File: config.mk
export PLATFORM = sky130hd
export DESIGN_NAME = bit_serial_subtractor
export DESIGN_NICKNAME = d
export VERILOG_FILES = /design/src/rtl/bit_serial_sub_pkg.sv /design/src/rtl/full_subtractor.sv /design/src/rtl/bit_serial_subtractor.sv
export SDC_FILE = /design/constraint.sdc
export NUM_CORES = 1
export LEC_CHECK = 0
export CORE_MARGIN = 4
export CORE_UTILIZATION = 47
export CTS_CLUSTER_DIAMETER = 200
export CTS_CLUSTER_SIZE = 30
export DETAILED_ROUTE_END_ITERATION = 8
export PLACE_DENSITY = 0.76
export SETUP_SLACK_MARGIN = 0.3
export SYNTH_ARGS = -nofsm -noshare
export SYNTH_HDL_FRONTEND = slang
export SYNTH_SLANG_ARGS = --single-unit
File: constraint.sdc
create_clock -name clk -period 1.9 [get_ports clk]
set_clock_uncertainty 0.2 [all_clocks]
set_input_delay 0.19 -clock clk [delete_from_list [all_inputs] [get_ports clk]]
set_output_delay 0.19 -clock clk [all_outputs]
set_load 0.05 [all_outputs]
File: src/rtl/bit_serial_sub_pkg.sv
// Shared types and defaults for the bit-serial subtractor.
package bit_serial_sub_pkg;

   localparam int unsigned SUB_WIDTH_DEFAULT = 4;

   typedef enum logic [1:0] {
      StIdle,
      StRun,
      StDone
   } state_t;

endpackage

File: src/rtl/full_subtractor.sv
// Single-bit full subtractor: d = x - y - br, bo = borrow out.
module full_subtractor (
   input  logic x,
   input  logic y,
   input  logic br,
   output logic d,
   output logic bo
);

   // Difference bit and borrow-out from the classic full-subtractor equations
   always_comb begin
      d  = x ^ y ^ br;
      bo = (~x & y) | (~(x ^ y) & br);
   end

endmodule

File: src/rtl/bit_serial_subtractor.sv
// Bit-serial subtractor: computes a - b - bin one bit per clock, LSB first, through
// a single full_subtractor cell. Operands enter on a valid/ready handshake and the
// result is held until the consumer accepts it.
// Optional feature: define BIT_SERIAL_SUB_OVF_EN to add the signed overflow output ovf.
module bit_serial_subtractor
   import bit_serial_sub_pkg::*;
#(
   parameter int unsigned WIDTH = SUB_WIDTH_DEFAULT
) (
   input  logic             clk,
   input  logic             rst_n,
   input  logic             in_valid,
   output logic             in_ready,
   input  logic [WIDTH-1:0] a,
   input  logic [WIDTH-1:0] b,
   input  logic             bin,
   output logic             out_valid,
   input  logic             out_ready,
`ifdef BIT_SERIAL_SUB_OVF_EN
   output logic             ovf,
`endif
   output logic [WIDTH-1:0] diff,
   output logic             bout
);

   localparam int unsigned CntW = (WIDTH > 1) ? $clog2(WIDTH) : 1;
   localparam logic [CntW-1:0] LastBit = CntW'(WIDTH - 1);

   state_t            state;
   logic [CntW-1:0]   cnt;
   logic [WIDTH-1:0]  a_sh;
   logic [WIDTH-1:0]  b_sh;
   logic              br;
   logic              fs_d;
   logic              fs_bo;

   full_subtractor u_fs (
      .x  (a_sh[0]),
      .y  (b_sh[0]),
      .br (br),
      .d  (fs_d),
      .bo (fs_bo)
   );

   // FSM, operand/result shift registers and all registered outputs
   always_ff @(posedge clk or negedge rst_n) begin
      if (!rst_n) begin
         state     <= StIdle;
         cnt       <= '0;
         a_sh      <= '0;
         b_sh      <= '0;
         br        <= 1'b0;
         diff      <= '0;
         bout      <= 1'b0;
         in_ready  <= 1'b1;
         out_valid <= 1'b0;
`ifdef BIT_SERIAL_SUB_OVF_EN
         ovf       <= 1'b0;
`endif
      end else begin
         unique case (state)
            StIdle: begin
               if (in_valid) begin
                  a_sh     <= a;
                  b_sh     <= b;
                  br       <= bin;
                  cnt      <= '0;
                  in_ready <= 1'b0;
                  state    <= StRun;
               end
            end
            StRun: begin
               // Difference bits enter at the MSB so bit 0 lands at diff[0] after WIDTH shifts
               diff <= {fs_d, diff[WIDTH-1:1]};
               br   <= fs_bo;
               a_sh <= a_sh >> 1;
               b_sh <= b_sh >> 1;
               cnt  <= cnt + CntW'(1);
               if (cnt == LastBit) begin
                  bout      <= fs_bo;
                  out_valid <= 1'b1;
                  state     <= StDone;
`ifdef BIT_SERIAL_SUB_OVF_EN
                  // Operand signs differ and result sign differs from the minuend
                  ovf       <= (a_sh[0] != b_sh[0]) && (fs_d != a_sh[0]);
`endif
               end
            end
            StDone: begin
               if (out_ready) begin
                  out_valid <= 1'b0;
                  in_ready  <= 1'b1;
                  state     <= StIdle;
               end
            end
            default: begin
               state     <= StIdle;
               in_ready  <= 1'b1;
               out_valid <= 1'b0;
            end
         endcase
      end
   end

endmodule

==> reports/results.tsv <==
metric	value	unit
outcome	finished, final reports clean	
cts_inserted_buffers	3	
drt_wl_total	1.68	mm
dp_hpwl	1.26	mm
crit_path_end_kind	primary output	
setup_ws	0.346	ns
grt_pass1_wl	2.95	mm
startpoint	diff[2]$_DFFE_PN0N_	
diodes	0	
cpMaxStageDelayCell	clkdlybuf4s15_1	
path_buf_inv	1	
core_area	1750	µm²
synth_nets	92	
stdcell_area	1100	µm²
rows	15	
wire_per_inst	13.5	µm
avgViaCountPerCell	5.50	
insertion_delay	0.29	ns
hp-class	in -> async	
critPathRequiredTime	1.51	ns
path_clk_slew	0.11	ns
htree_levels	1	
layout-drive-gt1-share	0.152	
die_w	51.2	µm
dieHeight	51.2	µm
total_leakage_power	0.476	nW
cts_root_buffer	clkbuf_4	
nFillCells	152	
cts_num_sinks	20	
drt_first_pass_iters	4	
grt_overflow	0	
initial_utilization	0.503	
drtIter0Drc	27	
fin_crit_sh	0.818	
final-max-slew-violation-count	0	
rsz0062_at_grt	no	
fin_nets	115	
design_power_total	2.02	mW
yosysUniqueCellTypes	27	
gp_congestion	0.819	
hold_viol_final	0	
grt_antenna_before_repair	0	
portBuffers	19	
netlist_area	878	µm²
grt_start_max_net_pins	21	
ys_ff_latch	20	
synth-seq-area-share	0.571	
die-area	2620	µm²
crit_type	reg -> out	
placed_area	1090	µm²
place_ws	0.268	ns
fin_hold_ws	0.0208	ns
cts_tree	yes	
fmax	643	MHz
clock_path_buffers	2	
post-cts-setup-buffer-count	0	
antenna_left	0	
arrival	1.16	ns
critPathMaxFanout	3	
num_vias	682	
cp_top_family	buffers and inverters	
final-setup-viol-count	0	
cts_hold_buf	0	
grt_pass1_vias	655	
grt_use_total	0.148	
cp-start-kind	flip-flop	
crit_chain	clkdlybuf4s15_1	
tightestPinTransition	0.483	ns
area_growth	25.8	%
drcViolationCount	0	
period_minus_slack	1.55	ns
pwr_density_cell	1830	nW/µm²
ff2ff_path_depth	2	
finalSetupTns	0	ns
rr_startpoint	state[0]$_DFFE_PN0P_	
path_depth	1	
maxSlewHeadroom	0.680	
synth_area_per_cell	11.4	µm²
cap_viol_max_count	0	
ys_warn_count	0	
pin_count	20	
syn_inst	77	
vdd_drop_max	1.09	mV
slowest_delay	0.50	ns
## timing repair
| action | 4_1_cts | 5_1_grt |
|---|---|---|
| resized for setup | 4 | 7 |
| pin swaps | 0 | 0 |
| setup endpoints to repair | 4 | 8 |
## synth_stat cells
cell,number,share of area
nand3b_1,2,0.017
dfrtp_1,19,0.54
mux2_1,4,0.051
inv_2,1,0.0043
buf_2,1,0.0057
o21ba_2,1,0.011
o22ai_1,4,0.028
fa_1,1,0.023
buf_4,1,0.0086
a22o_1,1,0.010
nand2_4,1,0.013
a21oi_1,6,0.034
o221a_1,2,0.026
nor2b_1,2,0.014
ha_1,1,0.014
inv_1,3,0.013
a22oi_1,1,0.0086
dfstp_2,1,0.030
o31ai_1,1,0.0086
a222oi_1,1,0.011
nor3_1,1,0.0057
a32o_1,1,0.011
nand2b_1,1,0.0071
nand2_1,5,0.021
o21ai_1,6,0.034
nor2_1,8,0.034
o21bai_2,1,0.013
## area by class of cell
| cell class | count | area, µm² | share of cell area |
|---|---|---|---|
| Clock buffer | 4 | 26.3 | 0.0238 |
| Inverter | 4 | 15.0 | 0.0136 |
| Multi-Input combinational cell | 51 | 349 | 0.316 |
| Sequential cell | 20 | 503 | 0.455 |
| Tap cell | 25 | 31.3 | 0.0283 |
| Timing Repair Buffer | 20 | 180 | 0.163 |
## cell usage in the layout (no fill, tap or decap), types with 2 or more instances in the layout
cell type and n:
clkbuf_2 2, clkdlybuf4s15_1 2, o22ai_1 4, nand3b_1 2, o221a_1 2, clkbuf_4 3
inv_1 3, buf_4 4, dfrtp_1 18, nand2_1 5, o21ai_1 6, nor2b_1 2
nor2_1 8, a21oi_1 6, clkdlybuf4s50_1 12, mux2_1 4
## report_power, final
group,switching (mW),total [mW],internal (mW)
logic,0.600,0.993,0.393
clock network,0.124,0.205,0.0817
registers,0.175,0.818,0.643
total,0.899,2.02,1.12
## final timing paths
path,to,slack [ns]
hold reg to reg,cnt[0]$_DFFE_PN0P_,0.29
hold / removal,diff[2]$_DFFE_PN0N_,0.02
max in group asynchronous,in_ready$_DFFE_PN1P_,1.22
min in group clk,a_sh[3]$_DFFE_PN0P_,0.22
setup / recovery,diff[2],0.35
setup reg to reg,br$_DFFE_PN0P_,0.40
## routing by layer
layer | vias to the layer above | track usage | part of all wire
met1 | 320 | 0.236 | 0.49
met5 | - | 0 | 0
met3 | 4 | 0.0175 | 0.068
met2 | 36 | 0.200 | 0.43
li1 | 322 | - | -
met4 | 0 | 0.0655 | 0.017
## kinds of logic after synthesis
group                    after synthesis  share of synthesized area
adder cells (fa/ha/maj)                2                     0.0370
flip-flops                            20                      0.571
AO/OA/AOI/OAI                         25                      0.197
AND/OR/NAND/NOR                       20                      0.113
multiplexers                           4                     0.0513
buffers and inverters                  6                     0.0313
## flip-flops by register name, summed over array words and instances, names as in the netlist
register / flops
a_sh: 4
b_sh: 4
bout: 1
br: 1
cnt: 2
diff: 4
in_ready: 1
out_valid: 1
state: 2
## through the flow
stage,cells,util
2_1_floorplan,77,-
3_3_place_gp,120,0.623
3_5_place_dp,120,0.623
4_1_cts,124,0.635
5_1_grt,124,0.633
6_report,124,0.633
Note: power is estimated with default switching activity, not from simulation.
